File: src/rtl/multicycle_mips_core.sv
// Multi-cycle MIPS subset core: one shared ALU and one unified req/ready memory port,
// sequenced by a control FSM through IR/MDR/A/B/ALUOut holding registers.
module multicycle_mips_core #(
    parameter logic [31:0] RESET_PC   = 32'h0000_0000,
    parameter int          REG_COUNT  = 32,
    parameter int          REG_ADDR_W = 5
) (
    input  logic        clk,
    input  logic        rst,
    output logic        mem_req,
    output logic        mem_we,
    output logic [31:0] mem_addr,
    output logic [31:0] mem_wdata,
    input  logic [31:0] mem_rdata,
    input  logic        mem_ready,
    output logic [31:0] pc,
    output logic        halted,
    output logic        illegal_instr,
    output logic        instr_retired
);
    localparam logic [5:0] OP_RTYPE = 6'h00;
    localparam logic [5:0] OP_J     = 6'h02;
    localparam logic [5:0] OP_BEQ   = 6'h04;
    localparam logic [5:0] OP_ADDI  = 6'h08;
    localparam logic [5:0] OP_LW    = 6'h23;
    localparam logic [5:0] OP_SW    = 6'h2B;

    typedef enum logic [3:0] {
        S_FETCH, S_DECODE, S_MEMADR, S_MEMRD, S_MEMWB, S_MEMWR, S_EXEC,
        S_ALUWB, S_ADDIEX, S_ADDIWB, S_BRANCH, S_JUMP, S_HALT
    } state_t;

    state_t      state_q, state_d;
    logic [31:0] pc_q, pc_d, ir_q, ir_d, mdr_q, mdr_d;
    logic [31:0] a_q, a_d, b_q, b_d, alu_q, alu_d;
    logic        illegal_q, illegal_d, retired_q, retired_d;
    logic        port_req;

    logic [31:0]           gpr_q [REG_COUNT];
    logic                  rf_we;
    logic [REG_ADDR_W-1:0] rf_waddr;
    logic [31:0]           rf_wdata;

    logic [5:0]            opcode, funct;
    logic [REG_ADDR_W-1:0] rs, rt, rd;
    logic [31:0]           simm, rs_val, rt_val;

    assign opcode = ir_q[31:26];
    assign funct  = ir_q[5:0];
    assign rs     = ir_q[21 +: REG_ADDR_W];
    assign rt     = ir_q[16 +: REG_ADDR_W];
    assign rd     = ir_q[11 +: REG_ADDR_W];
    assign simm   = {{16{ir_q[15]}}, ir_q[15:0]};
    assign rs_val = (rs == '0) ? '0 : gpr_q[rs];
    assign rt_val = (rt == '0) ? '0 : gpr_q[rt];

    always_comb begin
        state_d   = state_q;
        pc_d      = pc_q;
        ir_d      = ir_q;
        mdr_d     = mdr_q;
        a_d       = a_q;
        b_d       = b_q;
        alu_d     = alu_q;
        illegal_d = illegal_q;
        retired_d = 1'b0;
        rf_we     = 1'b0;
        rf_waddr  = rt;
        rf_wdata  = mdr_q;
        port_req  = 1'b0;
        mem_we    = 1'b0;
        mem_addr  = pc_q;
        mem_wdata = b_q;
        case (state_q)
            S_FETCH: begin
                port_req = 1'b1;
                if (mem_ready) begin
                    ir_d    = mem_rdata;
                    pc_d    = pc_q + 32'd4;
                    state_d = S_DECODE;
                end
            end
            S_DECODE: begin
                a_d   = rs_val;
                b_d   = rt_val;
                alu_d = pc_q + (simm << 2);
                case (opcode)
                    OP_LW, OP_SW: state_d = S_MEMADR;
                    OP_RTYPE:     state_d = S_EXEC;
                    OP_ADDI:      state_d = S_ADDIEX;
                    OP_BEQ:       state_d = S_BRANCH;
                    OP_J:         state_d = S_JUMP;
                    default: begin
                        state_d   = S_HALT;
                        illegal_d = 1'b1;
                    end
                endcase
            end
            S_MEMADR: begin
                alu_d   = a_q + simm;
                state_d = (opcode == OP_LW) ? S_MEMRD : S_MEMWR;
            end
            S_MEMRD: begin
                port_req = 1'b1;
                mem_addr = alu_q;
                if (mem_ready) begin
                    mdr_d   = mem_rdata;
                    state_d = S_MEMWB;
                end
            end
            S_MEMWB: begin
                rf_we     = 1'b1;
                retired_d = 1'b1;
                state_d   = S_FETCH;
            end
            S_MEMWR: begin
                port_req = 1'b1;
                mem_we   = 1'b1;
                mem_addr = alu_q;
                if (mem_ready) begin
                    retired_d = 1'b1;
                    state_d   = S_FETCH;
                end
            end
            S_EXEC: begin
                state_d = S_ALUWB;
                case (funct)
                    6'h20: alu_d = a_q + b_q;
                    6'h22: alu_d = a_q - b_q;
                    6'h24: alu_d = a_q & b_q;
                    6'h25: alu_d = a_q | b_q;
                    6'h2A: alu_d = ($signed(a_q) < $signed(b_q)) ? 32'd1 : 32'd0;
                    default: begin
                        // An unknown funct is still an undecodable instruction.
                        state_d   = S_HALT;
                        illegal_d = 1'b1;
                    end
                endcase
            end
            S_ALUWB: begin
                rf_we     = 1'b1;
                rf_waddr  = rd;
                rf_wdata  = alu_q;
                retired_d = 1'b1;
                state_d   = S_FETCH;
            end
            S_ADDIEX: begin
                alu_d   = a_q + simm;
                state_d = S_ADDIWB;
            end
            S_ADDIWB: begin
                rf_we     = 1'b1;
                rf_wdata  = alu_q;
                retired_d = 1'b1;
                state_d   = S_FETCH;
            end
            S_BRANCH: begin
                if (a_q == b_q) pc_d = alu_q;
                retired_d = 1'b1;
                state_d   = S_FETCH;
            end
            S_JUMP: begin
                pc_d      = {pc_q[31:28], ir_q[25:0], 2'b00};
                retired_d = 1'b1;
                state_d   = S_FETCH;
            end
            S_HALT:  state_d = S_HALT;
            default: state_d = S_FETCH;
        endcase
    end

    always_ff @(posedge clk) begin
        if (!rst) begin
            state_q   <= S_FETCH;
            pc_q      <= RESET_PC;
            ir_q      <= '0;
            mdr_q     <= '0;
            a_q       <= '0;
            b_q       <= '0;
            alu_q     <= '0;
            illegal_q <= 1'b0;
            retired_q <= 1'b0;
        end else begin
            state_q   <= state_d;
            pc_q      <= pc_d;
            ir_q      <= ir_d;
            mdr_q     <= mdr_d;
            a_q       <= a_d;
            b_q       <= b_d;
            alu_q     <= alu_d;
            illegal_q <= illegal_d;
            retired_q <= retired_d;
        end
    end

    always_ff @(posedge clk) begin
        if (!rst) begin
            for (int i = 0; i < REG_COUNT; i++) gpr_q[i] <= '0;
        end else if (rf_we && (rf_waddr != '0)) begin
            gpr_q[rf_waddr] <= rf_wdata;
        end
    end

    // Request is masked during reset so an abandoned access disappears immediately.
    assign mem_req       = port_req & rst;
    assign pc            = pc_q;
    assign halted        = (state_q == S_HALT);
    assign illegal_instr = illegal_q;
    assign instr_retired = retired_q;
endmodule

File: config.mk
export PLATFORM = sky130hd
export DESIGN_NAME = multicycle_mips_core
export DESIGN_NICKNAME = d
export VERILOG_FILES = /design/src/rtl/multicycle_mips_core.sv
export SDC_FILE = /design/constraint.sdc
export NUM_CORES = 2
export LEC_CHECK = 0
export CAP_MARGIN = 20
export CORE_UTILIZATION = 55
export CTS_BUF_LIST = sky130_fd_sc_hd__clkbuf_4 sky130_fd_sc_hd__clkbuf_8 sky130_fd_sc_hd__clkbuf_16
export CTS_CLUSTER_DIAMETER = 50
export DETAILED_ROUTE_END_ITERATION = 12
export GPL_TIMING_DRIVEN = 1
export HOLD_SLACK_MARGIN = 0.02
export PLACE_DENSITY = 0.75
export SYNTH_ARGS = -nofsm -noshare
export SYNTH_HDL_FRONTEND = slang
export SYNTH_SLANG_ARGS = --single-unit
File: constraint.sdc
create_clock -name clk -period 8.8 [get_ports clk]
set_input_delay 1.32 -clock clk [delete_from_list [all_inputs] [get_ports clk]]
set_output_delay 1.32 -clock clk [all_outputs]
set_load 0.02 [all_outputs]
# After elaboration in Yosys (flattened, before gate mapping)
# Memories as Yosys holds them, arrays and structs flattened. A register that Yosys moved wholly into a read port is not among the register bits.
# Index checks and enable logic that the tools add are counted.
# word_totals
output_inout_bits	101
ff_bits	198
mem_count	1
ramBits	1024
inputBits	35
wordCells	115
# memory_table
memory	depth	word_bits	read_ports	rd_clocked_by_memory_dff	write_ports	line	source
gpr_q	32	32	2	2	32	39	logic [31:0] gpr_q [REG_COUNT];
# classes
eq_ne	30
addsub	5
n_mux	37
bitwise_logic	4
n_reduce_logical	27
n_lt_le_gt_ge	1
# ops
cell	count
two-way mux 32 bit	7
case mux 32 bit (3 select lines)	2
case mux 32 bit (5 select lines)	1
adder 32 bit	3
equality test 6 bit, second input constant	7
adder 32 x 3 -> 32 bit, second input constant	1
AND 32 bit	1
equality test 32 bit	1
less-than comparator 32 bit	1
bitwise OR 32 bit	1
case mux 4 bit (8 select lines)	1
OR reduction 32 bit	1
subtractor 32 bit	1
two-way mux 5 bit	6
equality test 4 bit, second input constant	5
case mux 4 bit (5 select lines)	1
equality test 4 x 3 -> 1 bit, second input constant	4
two-way mux 4 bit	4
two-way mux 1 bit	12
inequality test 2 bit, second input constant	6
logical NOT 5 bit	2
OR reduction 5 bit	2
AND reduction 3 bit	3
equality test 4 x 2 -> 1 bit, second input constant	2
other kinds (20)	29

# Logic depth before layout (Yosys ltp)
# logic_depth
depth_word	9
ltp_mapped	13

# Worst setup path after synthesis
# OpenSTA, ideal clock, no wires.
# synth_path
kind	input to register
start	input rst
end	memory gpr_q[12][0], enable pin
t_arrival_ps	3272
cell_stages	6
t_required_ps	8411
path_slack_ps	5138
path_buffers	2
cell_sequence	clkbuf_1 nand2_1 nor3_1 nand2_1 clkbuf_1 nand2_1
# synth_rtl
item	line	source
start: declaration	9	input logic rst,
end: declaration	39	

==> flow_summary.json <==
{
  "die_width_um": 357,
  "gp_routability_congestion": 1.03,
  "cts_max_level": 4,
  "worstMarginPinSlew_ns": 1.21,
  "status": "finished, final reports clean",
  "ys_seq_elements": 1232,
  "cap_violations": 0,
  "dominantRegCellSynth": "sky130_fd_sc_hd__edfxtp_1",
  "grt_first_pass_wirelength_um": 338000,
  "pin_count_of_the_biggest_net_entering_global_routing": 137,
  "placement.io_buffers": 135,
  "reg2regPathDepth": 8,
  "totalPowerFinal_mw": 19.2,
  "worst_skew_pair.late_latency_ns": 0.78,
  "dr.first_iter.drc_count": 8664,
  "pwr-share-clk_pct": 31.2,
  "yosysWarnings": 0,
  "drc_violations_left": 0,
  "hold_path_class": "register to register",
  "min_delay_worst_endpoint": "illegal_instr$_SDFFE_PN0P_",
  "sw_frac_of_total_pct": 34.9,
  "rr_startpoint": "state_q[2]$_SDFFE_PN0P_",
  "crit_path_max_fanout": 33,
  "vdd_ir_drop_max_mv": 0.220,
  "maxSlewHeadroom_pct": 18.4,
  "first_global_vias": 49512,
  "r2r_setup_slack_ns": 3.58,
  "powerDensity_nw_per_um2": 250,
  "crit_type": "register to register",
  "arrival_ns": 5.61,
  "period_minus_ws_final_ns": 5.22,
  "clock-sinks": 1232,
  "route.vias.total": 51641,
  "numCtsBuffers": 142,
  "p_comb_share_pct": 31.3,
  "grt_usage_pct": 36.9,
  "overall_routed_net_length_um": 235000,
  "fin_ws_ns": 3.58,
  "synth_most_common_cell": "sky130_fd_sc_hd__nor2_1",
  "layout.nets": 5753,
  "list_of_most_frequent_post_synthesis_cells": "sky130_fd_sc_hd__nor2_1 (1294), sky130_fd_sc_hd__edfxtp_1 (1024), sky130_fd_sc_hd__mux4_2 (640)",
  "crit_required_ns": 9.19,
  "area_of_the_die_um2": 127000,
  "power.internal_mw": 12.5,
  "rsz0062_at_grt": "no",
  "worst_clock_skew_ns": 0.0394,
  "grt-ovfl-total": 0,
  "final-setup-viol-count": 0,
  "period_utilization_post_route_pct": 59.4,
  "synthTopCellsByArea": "sky130_fd_sc_hd__edfxtp_1 (44%), sky130_fd_sc_hd__mux4_2 (21%), sky130_fd_sc_hd__nor2_1 (7.0%)",
  "portion_of_total_power_attributed_to_sequential_cells_pct": 37.5,
  "core_area_um2": 124000,
  "power_leakage_nw": 25.1,
  "power.net_switching_mw": 6.72,
  "maxClockFrequency_mhz": 191,
  "yosys.area.top_type": "sky130_fd_sc_hd__edfxtp_1",
  "routedWlPerCell_um": 32.1,
  "postSynth.asyncResetShare_pct": 0,
  "fillCellCount": 9217,
  "antenna_found_initial": 14,
  "clkSlewWorstSetupHoldPaths_ns": 0.05,
  "cts-root-buf": "sky130_fd_sc_hd__clkbuf_16",
  "avgViaCountPerCell": 7.07,
  "yosys.area.top_type_share_pct": 44.4,
  "worstHoldPathCells": 2,
  "post_synth_num_cell_types": 93,
  "dp_slack_ns": 3.70,
  "synth-edff-count": 1024,
  "finalHoldViolCount": 0,
  "dpl_cell_area_um2": 72300,
  "cts-hold-fix-buffers": 0,
  "syn_to_final_growth_pct": 11.4,
  "utilization_pct": 62.1,
  "post_synth.cell_area_avg_um2": 12.3,
  "postSynthCellCount": 5641,
  "die_height_um": 357,
  "cts_post_setup_buffers_inserted": 0,
  "tritoncts": "done",
  "fin_tns_setup_ns": 0,
  "layout-drive-gt1-share_pct": 20.6,
  "design.portCount": 136,
  "rows": 129,
  "reg2reg_to": "gpr_q[16][17]$_SDFFCE_PN0P_",
  "worst_setup_path_start_kind": "register",
  "cts_max_path_buffers": 3,
  "dp_hpwl_um": 156000,
  "antenna_left": 0,
  "floorplan.initialDensity_pct": 55.7,
  "holdCritStartpoint": "illegal_instr$_SDFFE_PN0P_",
  "drtPass1Iterations": 6,
  "seq_area_frac_synth_pct": 50.4,
  "number_of_resized_instances_in_the_post_cts_repair_step": 0,
  "final_max_slew_viol_count": 0,
  "post-route-cell-area_um2": 77100,
  "synth.cell_area_um2": 69200,
  "setup.worst_path.end_class": "register"
}
flip-flops by register name, summed over array words and instances, names as in the netlist, named ones only:
name and count:
a_q 32, mdr_q 32, instr_retired 1, illegal_instr 1
alu_q 32, pc 32, mem_wdata 32, gpr_q 1024
state_q 4, ir_q 32
final cells by class:
type	instances	area [um2]	area share (%)
sequential	1232	34900	45.3
multi-input combinational	3823	32600	42.3
clock buffer	170	3820	4.95
timing repair buffer	241	2400	3.11
tap	1637	2050	2.66
clock inverter	83	860	1.11
inverter	117	447	0.579
antenna	2	5.00	0.00649
power groups by stage:
stage | registers, mW | clock network (mW) | logic [mW]
after floorplan | 6.95 | 0 | 4.05
after detailed placement | 7.32 | 0 | 5.79
after CTS | 7.20 | 5.98 | 5.82
final | 7.23 | 6.00 | 6.02
after global placement | 7.29 | 0 | 5.73
after global routing | 7.25 | 6.20 | 6.25
cell usage in the layout, fill, tap and decap left out, types with 115 or more instances in the layout:
master and n:
sky130_fd_sc_hd__edfxtp_1 1024, sky130_fd_sc_hd__nor2_1 1290, sky130_fd_sc_hd__ha_1 157, sky130_fd_sc_hd__mux4_2 640, sky130_fd_sc_hd__nand2_1 287, sky130_fd_sc_hd__inv_1 115, sky130_fd_sc_hd__o21ai_0 163, sky130_fd_sc_hd__clkdlybuf4s50_1 134
sky130_fd_sc_hd__clkbuf_16 144, sky130_fd_sc_hd__a21oi_1 329, sky130_fd_sc_hd__dfxtp_1 197
cell families after synthesis:
family	after synthesis	share of synthesized area (%)
and+or+nand+nor	1918	11.4
AOI/OAI and AO/OA	866	7.94
buffers and inverters	617	3.50
other	1	0.00542
DFF	1232	50.4
muxes	789	23.0
xor gates and xnor gates	57	0.721
adders and majority gates	161	2.95
critical path: stages, from the launching register on:
cell                      delay, ns
sky130_fd_sc_hd__dfxtp_1       0.75
sky130_fd_sc_hd__inv_1         0.21
sky130_fd_sc_hd__nor2_2        0.25
sky130_fd_sc_hd__nand3_2       0.47
sky130_fd_sc_hd__a21oi_1       0.40
sky130_fd_sc_hd__nor2_1        0.17
sky130_fd_sc_hd__nor3_1        0.89
sky130_fd_sc_hd__nand2_2       0.74
sky130_fd_sc_hd__nand2_2       0.93
metal layers:
| metal | track usage, % | wire (um) | vias to the layer above |
|---|---|---|---|
| li1 | - | - | 21085 |
| met5 | 0 | 187 | - |
| met1 | 46.0 | 76600 | 25488 |
| met3 | 11.8 | 35300 | 831 |
| met4 | 21.6 | 16100 | 26 |
| met2 | 56.7 | 107000 | 4211 |
how the worst max path moves through the flow:
stage	to	cells after the start	startpoint	slack, ns
6_report	gpr_q[16][17]$_SDFFCE_PN0P_	8	state_q[2]$_SDFFE_PN0P_	3.58
4_1_cts	gpr_q[20][23]$_SDFFCE_PN0P_	8	state_q[2]$_SDFFE_PN0P_	3.70
5_1_grt	gpr_q[20][13]$_SDFFCE_PN0P_	8	state_q[2]$_SDFFE_PN0P_	3.28
3_3_place_gp	gpr_q[20][15]$_SDFFCE_PN0P_	8	state_q[2]$_SDFFE_PN0P_	3.78
2_1_floorplan	mem_req	4	rst	5.14
3_5_place_dp	gpr_q[20][10]$_SDFFCE_PN0P_	8	state_q[2]$_SDFFE_PN0P_	3.70
stage by stage:
step,hold WS (ns),instances
after floorplan,0.436,5672
after global placement,0.469,7037
after detailed placement,0.478,7043
after CTS,0.489,7296
after global routing,0.506,7303
final,0.488,7305
(Power assumes the default switching activity.)
